[src/rtl/mcpu_ram_arbiter.sv]
// Two-requester arbiter for the RAM controller data port; one access per ACC cycle.
// Define MCPU_RAM_ARB_RR_EN for round-robin on contention; otherwise A has fixed priority.
module mcpu_ram_arbiter #(
  parameter int WORD_SIZE  = 8,
  parameter int ADDR_WIDTH = 8
) (
  input  logic                  clk,
  input  logic                  reset,
  input  logic                  a_req,
  input  logic                  a_we,
  input  logic [ADDR_WIDTH-1:0] a_addr,
  input  logic [WORD_SIZE-1:0]  a_wdata,
  output logic                  a_gnt,
  output logic                  a_done,
  output logic [WORD_SIZE-1:0]  a_rdata,
  input  logic                  b_req,
  input  logic                  b_we,
  input  logic [ADDR_WIDTH-1:0] b_addr,
  input  logic [WORD_SIZE-1:0]  b_wdata,
  output logic                  b_gnt,
  output logic                  b_done,
  output logic [WORD_SIZE-1:0]  b_rdata,
  output logic                  ram_we,
  output logic                  ram_re,
  output logic [ADDR_WIDTH-1:0] ram_addr,
  output logic [WORD_SIZE-1:0]  ram_datawr,
  input  logic [WORD_SIZE-1:0]  ram_datard
);

  typedef enum logic [1:0] {IDLE, ACC_A, ACC_B} state_t;

  state_t                state_q, state_d;
  logic                  we_q, we_d;
  logic [ADDR_WIDTH-1:0] addr_q, addr_d;
  logic [WORD_SIZE-1:0]  wdata_q, wdata_d;
  logic                  a_done_q, a_done_d;
  logic                  b_done_q, b_done_d;
  logic [WORD_SIZE-1:0]  a_rdata_q, a_rdata_d;
  logic [WORD_SIZE-1:0]  b_rdata_q, b_rdata_d;
  logic                  a_wins;
  logic                  grant_a, grant_b;

`ifdef MCPU_RAM_ARB_RR_EN
  // last_q: 1 = B won the previous grant, so A wins the next contention
  logic last_q, last_d;
  assign a_wins = last_q;
`else
  assign a_wins = 1'b1;
`endif

  always_comb begin
    state_d   = state_q;
    we_d      = we_q;
    addr_d    = addr_q;
    wdata_d   = wdata_q;
    a_done_d  = 1'b0;
    b_done_d  = 1'b0;
    a_rdata_d = a_rdata_q;
    b_rdata_d = b_rdata_q;
    grant_a   = 1'b0;
    grant_b   = 1'b0;
`ifdef MCPU_RAM_ARB_RR_EN
    last_d    = last_q;
`endif
    case (state_q)
      IDLE: begin
        grant_a = a_req & (~b_req | a_wins);
        grant_b = b_req & ~grant_a;
        if (grant_a) begin
          state_d = ACC_A;
          we_d    = a_we;
          addr_d  = a_addr;
          wdata_d = a_wdata;
`ifdef MCPU_RAM_ARB_RR_EN
          last_d  = 1'b0;
`endif
        end else if (grant_b) begin
          state_d = ACC_B;
          we_d    = b_we;
          addr_d  = b_addr;
          wdata_d = b_wdata;
`ifdef MCPU_RAM_ARB_RR_EN
          last_d  = 1'b1;
`endif
        end
      end
      ACC_A: begin
        state_d  = IDLE;
        a_done_d = 1'b1;
        if (!we_q) a_rdata_d = ram_datard;
      end
      ACC_B: begin
        state_d  = IDLE;
        b_done_d = 1'b1;
        if (!we_q) b_rdata_d = ram_datard;
      end
      default: state_d = IDLE;
    endcase
  end

  always_ff @(posedge clk or posedge reset) begin
    if (reset) begin
      state_q   <= IDLE;
      we_q      <= 1'b0;
      addr_q    <= '0;
      wdata_q   <= '0;
      a_done_q  <= 1'b0;
      b_done_q  <= 1'b0;
      a_rdata_q <= '0;
      b_rdata_q <= '0;
`ifdef MCPU_RAM_ARB_RR_EN
      last_q    <= 1'b1;
`endif
    end else begin
      state_q   <= state_d;
      we_q      <= we_d;
      addr_q    <= addr_d;
      wdata_q   <= wdata_d;
      a_done_q  <= a_done_d;
      b_done_q  <= b_done_d;
      a_rdata_q <= a_rdata_d;
      b_rdata_q <= b_rdata_d;
`ifdef MCPU_RAM_ARB_RR_EN
      last_q    <= last_d;
`endif
    end
  end

  assign a_gnt      = (state_q == ACC_A);
  assign b_gnt      = (state_q == ACC_B);
  assign ram_we     = (state_q != IDLE) & we_q;
  assign ram_re     = (state_q != IDLE) & ~we_q;
  assign ram_addr   = addr_q;
  assign ram_datawr = wdata_q;
  assign a_done     = a_done_q;
  assign b_done     = b_done_q;
  assign a_rdata    = a_rdata_q;
  assign b_rdata    = b_rdata_q;

endmodule

[config.mk]
export PLATFORM = sky130hd
export DESIGN_NAME = mcpu_ram_arbiter
export DESIGN_NICKNAME = d
export VERILOG_FILES = /design/src/rtl/mcpu_ram_arbiter.sv
export SDC_FILE = /design/constraint.sdc
export NUM_CORES = 1
export LEC_CHECK = 0
export CAP_MARGIN = 20
export CORE_ASPECT_RATIO = 0.9
export CORE_UTILIZATION = 45
export CTS_BUF_LIST = sky130_fd_sc_hd__clkbuf_2
export DETAILED_ROUTE_END_ITERATION = 7
export PLACE_DENSITY_LB_ADDON = 0.08
export RECOVER_POWER = 25
export REMOVE_ABC_BUFFERS = 1
export SYNTH_ARGS = -nofsm -noshare
export SYNTH_HDL_FRONTEND = slang
export SYNTH_SLANG_ARGS = --single-unit
[constraint.sdc]
create_clock -name clk -period 1.97 [get_ports clk]
set_input_delay 0.394 -clock clk [delete_from_list [all_inputs] [get_ports clk]]
set_output_delay 0.394 -clock clk [all_outputs]
set_load 0.02 [all_outputs]
Word level (Yosys, flattened, before mapping)

Index checks and enable logic that the tools add are counted.

Register bits after elaboration: 37
Latch bits: 0
Bits in writable memories: 0
Bits in read-only memories: 0
Input bits: 46
Output and inout bits: 38
Word-level logic and storage cells: 33
Memories kept: 0

$add $sub $neg: 0
$mul: 0
Div/mod/pow operators: 0
Magnitude comparators: 0
Equal/unequal tests: 3
Shifts and indexed selects: 0
Multiplexer cells: 11
Bitwise operators: 5
Reduce and logical (&&, ||, !) cells: 6

Operators with widths:

| cell                                                                  | count |
|---|---|
| 8-bit two-way mux                                                     | 4 |
| 2-bit two-way mux                                                     | 3 |
| 2-bit AND reduction                                                   | 3 |
| 1-bit two-way mux                                                     | 4 |
| 2-bit nonzero test                                                    | 2 |
| 1-bit bitwise AND                                                     | 3 |
| 3-bit != test, second input constant                                  | 1 |
| 2-bit by 1-bit equality test with 1-bit output, second input constant | 1 |
| 2-bit equality test, second input constant                            | 1 |
| 2-bit zero test                                                       | 1 |
| 1-bit NOT                                                             | 2 |

Longest topological paths before layout

Depth after elaboration: 5
Depth in mapped cells: 5

Least setup slack after synthesis

No wires, ideal clock.

Path kind: register -> register
Start point: reg state_q[0]
End point: reg b_rdata_q[0], in the netlist b_rdata[0]
Setup time: 0.125 ns
Arrival: 1.406 ns
Setup slack: 0.439 ns
Stages on the path, launching flop included: 5
Path buffers: 1
Clock period less this slack: 1.531 ns
Path through: dfrtp_1 -> nor2b_1 -> nor2b_1 -> buf_4 -> mux2_2

Word-level cells in the longest chain between the ends: 2

RTL lines:

| element                       | RTL line | source |
|---|---|---|
| from (decl)                   | 32       | `state_t state_q, state_d;` |
| from (signal assigned)        | 115      | `state_q <= state_d;` |
| 2-bit equality test           | --       |  |
| named net b_gnt               | 20       | `output logic b_gnt,` |
| 2-bit AND reduction (no line) | --       |  |
| to (signal assigned)          | 122      | `b_rdata_q <= b_rdata_d;` |
| to (decl)                     | 39       | `logic [WORD_SIZE-1:0] b_rdata_q, b_rdata_d;` |

The timed path passes the listed nets, and every way through them passes these cells.
A chain may end at the register's enable or synchronous reset.

Worst setup path in the final report

Start point: reg wdata_q[2], in the netlist ram_datawr[2]
End point: out ram_datawr[2]

RTL lines:

| element                | RTL line | source |
|---|---|---|
| from (decl)            | 35       | `logic [WORD_SIZE-1:0] wdata_q, wdata_d;` |
| from (signal assigned) | 118      | `wdata_q <= wdata_d;` |
| to (decl)              | 26       | `output logic [WORD_SIZE-1:0] ram_datawr,` |

No word-level cell between the ends.

==> impl_metrics.ini <==
[clocking]
clk_pin_slew_ps = 180
clk_path_buf_depth = 2
clock_sinks = 37
clockRootBuffer = clkbuf_2
postCtsSetupRepairBufs = 0
cts_tree = built
cts-htree-levels = 2
numCtsBuffers = 5
insertion_delay_ps = 370
ctsHoldBuffers = 0

[drt]
vias_per_cell = 4.80
vias = 1156
drt_iter0_markers = 20
postRouteWirelength_um = 3540
firstDrtPassIters = 4
wl_per_cell_um = 14.7
postRouteAntennaNets = 0
drc_errors = 0

[floorplan]
num_rows = 20
dieArea_um2 = 4010
die_w_um = 66.7
coreArea_um2 = 3480
die_h_um = 60.2
io_pins = 84
start_util = 0.487

[global_routing]
antenna_found_initial = 0
grt_overflow = 0
grt_pass1_vias = 1215
grt_pass1_wl_um = 5660
grt_max_degree = 20
grt.total_usage = 0.197

[power]
combPwrFrac = 0.478
peakVddDrop_uv = 880
internal_power_mw = 1.84
p_seq_frac = 0.409
power.share.switching = 0.338
power.switching_mw = 0.940
p_clk_frac = 0.113
p_leak_nw = 1.13
p_per_area_nw_per_um2 = 1070

[setup_path]
reg2reg_depth = 4
critical_path_class = flop to output port
r2r_start = state_q[0]
worstPathArrival_ps = 1400
cp_slowest_cell = clkdlybuf4s50_1
crit_family = buffers and inverters
end_kind = output port
rr_endpoint = ram_addr[1]
regToRegSetupSlack_ps = 540
crit_fanout = 2
cp-start-kind = flop
cp_num_buf_inv = 1
critical-path-max-stage-delay_ps = 620
crit_chain = clkdlybuf4s50_1
required_ps = 1580

[min_path]
holdCritStartpoint = state_q[0]
holdPathStages = 1
hold_path_class = flop to flop
holdPathEnd = b_done

[yosys]
synthFlopType = dfrtp_1
synth.top_cell.area_share = 0.547
yosysMostFrequentCell = dfrtp_1
syn-instance-count = 104
synth-edff-count = 0
ys_seq_area_frac = 0.547
ys_async_sr_fraction = 1.00
synthDistinctLibCells = 15
avgSynthCellArea_um2 = 16.3
synth_area_leaders = dfrtp_1 55%, mux2_2 21%, mux2_4 15%
syn_area_um2 = 1690
synth_top_cell_by_area = dfrtp_1
yosysWarnings = 0
ys_ff_latch = 37
ys_top_cells_by_count = 37 x dfrtp_1, 31 x mux2_2, 17 x mux2_4

[sta]
worst_pin_slew_ps = 1010
fin_crit_sh = 0.911
holdWs_ps = 493
min_period_ps = 1790
final_max_slew_viol_count = 0
max_freq_mhz = 557
slew_headroom = 0.327
tns_ps = 0
rsz0062_at_grt = false
hold_viol = 0
finalWorstSetupSlack_ps = 175
finalSetupViolCount = 0
skew_ps = 4.74

[placed_design]
io_buffers = 83
post-dp-hpwl_um = 2830
gp_congestion = 0.754
pre_cts_ws_ps = 105

[layout]
num-fill-cells = 232
antennaDiodeCount = 0
nNetsFinal = 243
drive_above_1_share = 0.325
syn_to_final_growth_pct = 53.4

[job]
cap_violations = 0

[outcome]
status = completed
per-stage QoR:
step,instances,utilization,power [mW],cell area [um^2]
4_1_cts,241,0.749,2.82,2610
3_3_place_gp,234,0.740,2.47,2570
2_1_floorplan,98,-,1.80,1620
6_report,241,0.747,2.78,2600
3_5_place_dp,234,0.740,2.51,2570
5_1_grt,241,0.747,2.93,2600
power by group through the flow:
stage | Combinational, mW | Sequential (mW) | Clock (mW)
floorplan | 0.357 | 1.44 | 0
global placement | 1.33 | 1.14 | 0
detailed placement | 1.35 | 1.16 | 0
CTS | 1.35 | 1.14 | 0.332
global route | 1.41 | 1.17 | 0.356
finish | 1.33 | 1.14 | 0.315
placed cells by master, fill, tap and decap left out, drive strengths merged:
cell and instances:
and2 1, and2b 1, buf 7, clkbuf 7, clkdlybuf4s50 78, clkinv 1, clkinvlp 1, dfrtp 37
dlygate4sd2 4, dlygate4sd3 1, inv 1, mux2 50, nor2 2, nor2b 5, o21a 1
worst reg2reg max path, cell delays in order, from the launching register on:
cell,delay (ps)
dfrtp_1,430
nor2_2,190
o21a_1,170
buf_4,200
mux2_2,360
registers in the layout, summed over array words and instances, names as in the netlist:
signal      flops
we_q            1
state_q         2
b_rdata         8
a_done          1
ram_datawr      8
b_done          1
a_rdata         8
ram_addr        8
metal layers:
metal | global-route usage | vias to the layer above | wire (um) | share of wire
met3 | 0.0706 | 2 | 288 | 0.081
met4 | 0.0547 | 0 | 25 | 0.0071
met2 | 0.345 | 49 | 1780 | 0.50
li1 | - | 544 | - | -
met5 | 0 | - | 0 | 0
met1 | 0.227 | 561 | 1450 | 0.41
worst max path at each step:
stage,start,to,slack (ps),depth (start not counted)
finish,ram_datawr[2],ram_datawr[2],180,1
global route,state_q[0],a_gnt,70,2
CTS,ram_datawr[2],ram_datawr[2],140,1
detailed placement,a_req,ram_datawr[5],110,4
global placement,a_req,ram_datawr[4],130,4
floorplan,state_q[0],b_rdata[0],220,3
final cells by class:
| type | instances | area [um^2] | share of cell area |
|---|---|---|---|
| clock buffer | 5 | 25.0 | 0.00963 |
| clock inverter | 2 | 11.3 | 0.00433 |
| inverter | 1 | 3.75 | 0.00144 |
| multi-input combinational | 60 | 692 | 0.266 |
| sequential | 37 | 926 | 0.356 |
| tap | 44 | 55.1 | 0.0212 |
| timing repair buffer | 92 | 886 | 0.341 |
timing repair:
action / 4_1_cts / 5_1_grt
resized for setup: 4 / 0
setup endpoints to repair: 4 / 0
hold endpoints to repair: 0 / 0
cells by family after synthesis:
group / count (synthesis) / share of synthesized area
DFF: 37 / 0.547
muxes: 50 / 0.370
buffers and inverters: 7 / 0.0450
and+or+nand+nor: 9 / 0.0340
AOI/OAI and AO/OA: 1 / 0.00443
Power figures use the tool's default switching activity.
